### src/rtl/cpu_seq_pkg.sv
// Shared definitions for the multi-cycle CPU control sequencer: state
// encoding, function-code constants, instruction field positions and a
// small decode helper.
package cpu_seq_pkg;

    typedef enum logic [2:0] {
        ST_IDLE      = 3'd0,
        ST_FETCH     = 3'd1,
        ST_WAIT_MEM  = 3'd2,
        ST_DECODE    = 3'd3,
        ST_EXECUTE   = 3'd4,
        ST_WRITEBACK = 3'd5,
        ST_HALT      = 3'd6
    } seq_state_e;

    // Function codes in ir[3:0]; 0x0-0xB are ALU operations.
    localparam logic [3:0] FUNC_ALU_MAX = 4'hB;
    localparam logic [3:0] FUNC_JMP     = 4'hC;
    localparam logic [3:0] FUNC_RSV     = 4'hD;
    localparam logic [3:0] FUNC_NOP     = 4'hE;
    localparam logic [3:0] FUNC_HLT     = 4'hF;

    // Instruction layout: [15:12] src1, [11:8] src2, [7:4] dest, [3:0] func.
    localparam int FIELD_W  = 4;
    localparam int SRC1_LSB = 12;
    localparam int SRC2_LSB = 8;
    localparam int DEST_LSB = 4;
    localparam int FUNC_LSB = 0;
    // Jump target occupies the three upper fields.
    localparam int JMP_LSB  = 4;
    localparam int JMP_W    = 12;

    function automatic logic is_alu_func(input logic [3:0] func);
        return (func <= FUNC_ALU_MAX);
    endfunction

endpackage

### src/rtl/seq_watchdog.sv
// Memory-wait timeout down-counter. start reloads TIMEOUT, tick counts one
// waiting cycle, expired flags the tick that exhausts the budget.
module seq_watchdog #(
    parameter int TIMEOUT = 16,
    parameter int TW      = $clog2(TIMEOUT + 1)
) (
    input  logic clk,
    input  logic reset,
    input  logic start,
    input  logic tick,
    output logic expired
);

    localparam logic [TW-1:0] LOAD_VAL = TW'(TIMEOUT);
    localparam logic [TW-1:0] ONE      = TW'(1);

    logic [TW-1:0] count;

    // Reload on start, otherwise count down while ticking, saturating at 0.
    always_ff @(posedge clk or posedge reset) begin
        if (reset) begin
            count <= '0;
        end else if (start) begin
            count <= LOAD_VAL;
        end else if (tick && (count != '0)) begin
            count <= count - ONE;
        end
    end

    // The last remaining cycle is being consumed without a response.
    assign expired = tick && (count == ONE);

endmodule

### src/rtl/cpu_sequencer.sv
// Multi-cycle control sequencer for the 16-bit micro CPU datapath.
// Fetches through a req/ready handshake, then steps decode, execute and
// writeback, driving register-file selects, ALU function and PC control.
// Optional memory-wait timeout: define SEQ_MEM_TIMEOUT_EN (adds the
// MEM_TIMEOUT parameter and the sticky fault flag).
module cpu_sequencer
    import cpu_seq_pkg::*;
#(
    parameter int CNT_W = 16
`ifdef SEQ_MEM_TIMEOUT_EN
    , parameter int MEM_TIMEOUT = 16
`endif
) (
    input  logic             clk,
    input  logic             reset,
    input  logic             run,
    input  logic [11:0]      pc,
    output logic             mem_req,
    output logic [11:0]      mem_addr,
    input  logic             mem_ready,
    input  logic [15:0]      mem_rdata,
    output logic [15:0]      ir,
    output logic [3:0]       rf_src1,
    output logic [3:0]       rf_src2,
    output logic [3:0]       rf_dest,
    output logic [3:0]       alu_op,
    output logic             rf_we,
    output logic             pc_inc,
    output logic             pc_load,
    output logic [11:0]      pc_load_val,
    output logic             halted,
    output logic             fault,
    output logic [CNT_W-1:0] retired,
    output seq_state_e       seq_state
);

    // Memory handshake: mem_req rises the cycle after FETCH and stays high,
    // with mem_addr stable, until a cycle in which mem_ready is sampled high;
    // that cycle transfers mem_rdata into ir and mem_req falls next cycle.
    // mem_ready is ignored while mem_req is low.

    localparam logic [CNT_W-1:0] RETIRE_ONE = CNT_W'(1);

    seq_state_e  state;
    seq_state_e  next_state;
    logic [3:0]  func;
    logic        timeout_hit;

    logic        mem_req_d;
    logic        pc_inc_d;
    logic        pc_load_d;
    logic        rf_we_d;
    logic        halted_d;
    logic        ir_load;
    logic        addr_load;
    logic        retire;

    assign func        = ir[FUNC_LSB +: FIELD_W];
    assign rf_src1     = ir[SRC1_LSB +: FIELD_W];
    assign rf_src2     = ir[SRC2_LSB +: FIELD_W];
    assign rf_dest     = ir[DEST_LSB +: FIELD_W];
    assign alu_op      = func;
    assign pc_load_val = ir[JMP_LSB +: JMP_W];
    assign seq_state   = state;

`ifdef SEQ_MEM_TIMEOUT_EN
    logic wd_start;
    logic wd_tick;
    logic wd_expired;

    // Budget is armed in FETCH so it is full on the first WAIT_MEM cycle.
    assign wd_start = (state == ST_FETCH);
    assign wd_tick  = (state == ST_WAIT_MEM) && !mem_ready;

    seq_watchdog #(
        .TIMEOUT (MEM_TIMEOUT)
    ) u_watchdog (
        .clk     (clk),
        .reset   (reset),
        .start   (wd_start),
        .tick    (wd_tick),
        .expired (wd_expired)
    );

    assign timeout_hit = wd_expired;

    // Sticky fault: only reset clears it.
    always_ff @(posedge clk or posedge reset) begin
        if (reset) begin
            fault <= 1'b0;
        end else if (timeout_hit) begin
            fault <= 1'b1;
        end
    end
`else
    assign timeout_hit = 1'b0;
    assign fault       = 1'b0;
`endif

    // State register.
    always_ff @(posedge clk or posedge reset) begin
        if (reset) begin
            state <= ST_IDLE;
        end else begin
            state <= next_state;
        end
    end

    // Next-state decode plus the next values of every registered strobe.
    always_comb begin
        next_state = state;
        mem_req_d  = 1'b0;
        pc_inc_d   = 1'b0;
        pc_load_d  = 1'b0;
        rf_we_d    = 1'b0;
        ir_load    = 1'b0;
        addr_load  = 1'b0;
        retire     = 1'b0;
        case (state)
            ST_IDLE: begin
                if (run) next_state = ST_FETCH;
            end
            ST_FETCH: begin
                addr_load  = 1'b1;
                mem_req_d  = 1'b1;
                next_state = ST_WAIT_MEM;
            end
            ST_WAIT_MEM: begin
                if (mem_ready) begin
                    ir_load    = 1'b1;
                    pc_inc_d   = 1'b1;
                    next_state = ST_DECODE;
                end else if (timeout_hit) begin
                    next_state = ST_HALT;
                end else begin
                    mem_req_d  = 1'b1;
                end
            end
            ST_DECODE: begin
                // pc_load is raised here so it lands in EXECUTE, one cycle
                // after the pc_inc pulse, and the target overrides it.
                pc_load_d  = (func == FUNC_JMP);
                next_state = ST_EXECUTE;
            end
            ST_EXECUTE: begin
                if (is_alu_func(func)) begin
                    rf_we_d    = 1'b1;
                    next_state = ST_WRITEBACK;
                end else begin
                    // JMP, NOP, reserved and HLT all retire here.
                    retire = 1'b1;
                    if (func == FUNC_HLT) next_state = ST_HALT;
                    else if (run)         next_state = ST_FETCH;
                    else                  next_state = ST_IDLE;
                end
            end
            ST_WRITEBACK: begin
                retire     = 1'b1;
                next_state = run ? ST_FETCH : ST_IDLE;
            end
            ST_HALT: begin
                next_state = ST_HALT;
            end
            default: begin
                next_state = ST_IDLE;
            end
        endcase
        halted_d = (next_state == ST_HALT);
    end

    // Registered outputs, instruction register, fetch address and counter.
    always_ff @(posedge clk or posedge reset) begin
        if (reset) begin
            mem_req  <= 1'b0;
            mem_addr <= '0;
            ir       <= '0;
            rf_we    <= 1'b0;
            pc_inc   <= 1'b0;
            pc_load  <= 1'b0;
            halted   <= 1'b0;
            retired  <= '0;
        end else begin
            mem_req <= mem_req_d;
            rf_we   <= rf_we_d;
            pc_inc  <= pc_inc_d;
            pc_load <= pc_load_d;
            halted  <= halted_d;
            if (addr_load) mem_addr <= pc;
            if (ir_load)   ir       <= mem_rdata;
            if (retire)    retired  <= retired + RETIRE_ONE;
        end
    end

endmodule

### config.mk
export PLATFORM = sky130hd
export DESIGN_NAME = cpu_sequencer
export DESIGN_NICKNAME = d
export VERILOG_FILES = /design/src/rtl/cpu_seq_pkg.sv /design/src/rtl/seq_watchdog.sv /design/src/rtl/cpu_sequencer.sv
export SDC_FILE = /design/constraint.sdc
export NUM_CORES = 1
export LEC_CHECK = 0
export BUFFER_PORTS_ARGS = -buffer_cell sky130_fd_sc_hd__buf_2
export CAP_MARGIN = 5
export CORE_ASPECT_RATIO = 0.8
export CORE_MARGIN = 2
export CORE_UTILIZATION = 48
export CTS_BUF_LIST = sky130_fd_sc_hd__clkbuf_8
export CTS_CLUSTER_DIAMETER = 80
export DETAILED_ROUTE_END_ITERATION = 8
export GPL_TIMING_DRIVEN = 0
export PLACE_DENSITY = 0.92
export SYNTH_ARGS = -nofsm -noshare
export SYNTH_HDL_FRONTEND = slang
export SYNTH_SLANG_ARGS = --single-unit
export TNS_END_PERCENT = 20
### constraint.sdc
create_clock -name clk -period 1.8 [get_ports clk]
set_input_delay 0.18 -clock clk [delete_from_list [all_inputs] [get_ports clk]]
set_output_delay 0.18 -clock clk [all_outputs]
set_load 0.02 [all_outputs]
Word level (Yosys, flattened, before mapping)
Index checks and enable logic that the tools add are counted.
- bits in registers: 52
- input port bits: 32
- output and inout port bits: 81
- word-level logic and storage cells: 37
- $add $sub $neg: 1
- $lt $le $gt $ge: 1
- equal/unequal tests: 9
- muxes and demuxes: 16
- reductions and logical operators: 1
- operators with widths (cell ; number):
    $pmux 3 s7 ; 1
    $add 16x1->16 const B ; 1
    $eq 3x3->1 const B ; 4
    $mux 3 ; 4
    $mux 1 ; 9
    $eq 4x4->1 const B ; 2
    $eq 3x2->1 const B ; 2
    $le 4x4->1 const B ; 1
    $pmux 1 s2 ; 2
    $eq 3x1->1 const B ; 1
    $logic_not 3->1 ; 1

Depth between registers and ports, before layout
- depth in word-level cells: 5
- depth in mapped cells: 6
- gate-level depth less buffers: 4

Worst setup path after synthesis
Ideal clock, no wire load.
- kind: reg-to-reg
- start point: reg state[0], in the netlist seq_state[0]
- end point: reg ir[0]
- setup time: 0.127 ns
- data arrival time: 1.505 ns
- required time: 1.673 ns
- slack: 0.167 ns
- stages on the path, launching flop included: 6
- buffers on the path: 3
- clock period less this slack: 1.633 ns
- path through: dfrtp_1 buf_4 nor4bb_1 buf_4 buf_8 mux2_1
- cells in the longest elaborated chain, start to end: 2
- RTL lines (item ; line ; text):
    start: declaration ; cpu_sequencer.sv:44 ; seq_state_e state;
    start signal: assignment ; cpu_sequencer.sv:105 ; state <= next_state;
    $eq 3x2->1 ; cpu_sequencer.sv:119 ; case (state)
    $mux 1 ; cpu_sequencer.sv:119 ;
    named net ir_load ; cpu_sequencer.sv:54 ; logic ir_load;
    end signal: assignment ; cpu_sequencer.sv:189 ; if (ir_load) ir <= mem_rdata;
    end: declaration ; cpu_sequencer.sv:22 ; output logic [15:0] ir,
The timed path passes the listed nets, and every way through them passes these cells.
A chain may end at the register's enable or synchronous reset.

Worst setup path after layout
- start point: reg state[0], in the netlist seq_state[0]
- end point: reg ir[1]
The elaborated chain is that of the path after synthesis.

==> results.md <==
- FMAX: 0.588 GHz
- Total Power: 5880 uW
- LEAKAGE: 0.00170 uW
- Share of layout cells above drive strength 1: 59.6%
- Register Area: 0.00130 mm2
- RSZ-0062 raised after global routing: false
- CTS tree: yes
- DR DRC count: 0
- CTS root buffer: clkbuf_8
- PostCTS Resize Cnt: 0
- TritonCTS buffer count: 5
- # diodes: 0
- Overall routing resource usage: 17.2%
- Worst Path Required: 1.98 ns
- Final worst setup slack: 0.0992 ns
- Setup TNS: 0 ns
- Grt total ovfl: 0
- Run status: complete, no violations
- Power per standard cell area: 1860 mW/mm2
- Post-synthesis cell type count: 40
- First-iteration detailed-routing DRC count: 64
- Crit-path max FO: 10
- Critical Path End Type: flop
- Cell Count, Final, Fillers Out: 367
- Syn_nets: 219
- Post-CTS Hold Buffers: 1
- TritonCTS Sinks: 52
- Ys Warns: 0
- Max Cap Viol: 0
- Reg clk slew, reported paths: 0.09 ns
- CTS max path bufs: 2
- Final hold vios: 0
- Pre-CTS WS: 0.0873 ns
- Setup crit start kind: flop
- Most frequent cells in the layout: 112 x buf_2, 52 x dfrtp_1, 33 x buf_4
- VDD IR max: 1.19 mV
- Worst Skew: 0.00775 ns
- Initial core utilization: 50.9%
- Initial antenna violation count: 0
- Vias in the first global route: 1,593
- Dpl hpwl: 3.57 mm
- Antenna violation net count after detailed routing: 0
- Sequential fraction of the synthesis area: 54.6%
- Die Height: 67.0 um
- Length of the first detailed-routing pass in iterations: 4
- Rows: 22
- Via density: 4.73
- H-tree Lvls: 2
- #FFs+latches synth: 52
- Routed vias: 1,736
- Fin crit share: 94.5%
- Die ar.: 0.00555 mm2
- Core Region: 0.00468 mm2
- Pins Over Slew Limit: 0
- GPL Wtd Cong: 0.779
- Routed wire length: 4.60 mm
- Gate count of the mapped netlist: 186
- Fillers: 366
- Final hold slack: 0.0872 ns
- # nets final: 339
- Global-route wire length before repair: 7.22 mm
- Post-synth ARST share: 100%
- Arr. time, crit path: 1.88 ns
- Synthesized cell area: 0.00238 mm2
- Crit path kind: reg2reg
- Endpoints failing setup: 0
- Main synth FF type: dfrtp_1
- Commonest non-fill, non-tap cell in the layout: buf_2
- # IOs: 113
- Number of port buffers: 111
- HP Class: in2reg
- Post-Place Cells: 358
- Syn Area/Cell: 12.8 um2
- WL per Instance: 12.5 um
- Postcts setup bufs: 0
- Final min period: 1.70 ns
- Clock latency on the worst-skew pair: 0.30 ns
- Largest net degree at the start of global routing: 36
- Area grow syn2layout: 32.8%
- Die Wd: 82.8 um
- Post-synth EDFFs: 0
- Area occupied by multi-input gates: 798 um2
-- cells in the mapped netlist (2+ instances only) --
master / n / area (um2)
a21oi_1: 2 / 10.0
and3_1: 2 / 12.5
buf_4: 33 / 248
dfrtp_1: 52 / 1300
mux2_1: 8 / 90.1
mux2_2: 21 / 236
nand2_1: 9 / 33.8
nand2b_1: 2 / 12.5
nand3_1: 2 / 10.0
nand4_1: 5 / 31.3
nor2_1: 7 / 26.3
nor3_1: 2 / 10.0
xnor2_1: 10 / 87.6
xor2_1: 5 / 43.8
-- kinds of logic after synthesis --
family | after synthesis | share of synthesized area [%]
XOR/XNOR | 16 | 6.20
AND/OR/NAND/NOR | 40 | 10.0
flip-flops | 52 | 54.6
adder cells (fa/ha/maj) | 1 | 0.525
multiplexers | 30 | 14.1
buffers and inverters | 37 | 11.9
AO/OA/AOI/OAI | 9 | 2.47
other | 1 | 0.157
-- final cells by class --
type                            instances  area share (%)
Clock inverter                          2            1.23
Clock buffer                            6            2.61
Buffer                                 36            8.82
Tap cell                               60            2.37
Multi-Input combinational cell         97            25.2
Timing Repair Buffer                  113            18.5
Sequential cell                        52            41.1
Inverter                                1           0.119
-- where the power goes --
group	internal [uW]	switching, uW
combinational	1420	1710
sequential	1590	341
clock	454	363
-- critical path: stages (launching register included) --
cell and delay, ns:
dfrtp_1 0.38, buf_4 0.17, nor4bb_1 0.29, buf_4 0.25
buf_8 0.16, mux2_1 0.34
-- stage by stage --
stage / utilization [%] / cell area [um2]
after detailed placement: 64.8 / 3030
after global routing: 67.6 / 3160
after CTS: 67.6 / 3160
after floorplan: - / 2380
after global placement: 64.4 / 3010
final: 67.6 / 3160
-- path summary, 6_finish.rpt --
| kind | cells past startpoint | end | slack (ns) | start |
|---|---|---|---|---|
| max reg2reg | 5 | ir[1] | 0.1 | seq_state[0] |
| min in group asynchronous | 3 | mem_addr[2] | 0.40 | reset |
| max in group asynchronous | 4 | retired[7] | 0.88 | reset |
| max | 5 | ir[1] | 0.1 | seq_state[0] |
| min reg2reg | 1 | retired[15] | 0.48 | retired[15] |
| min | 2 | ir[10] | 0.09 | mem_rdata[10] |
-- per-layer routing --
layer | share of wire (%) | track usage (%)
met2 | 48 | 29.5
met1 | 42 | 21.6
met4 | 0.30 | 3.69
met5 | 0 | 0
met3 | 9.2 | 4.88
-- state kept, by name, summed over array words and instances (netlist names) --
| name | count |
|---|---|
| mem_addr | 12 |
| retired | 16 |
| ir | 16 |
| pc_load | 1 |
| mem_req | 1 |
| pc_inc | 1 |
| seq_state | 3 |
| rf_we | 1 |
| halted | 1 |
(Power assumes the default switching activity.)
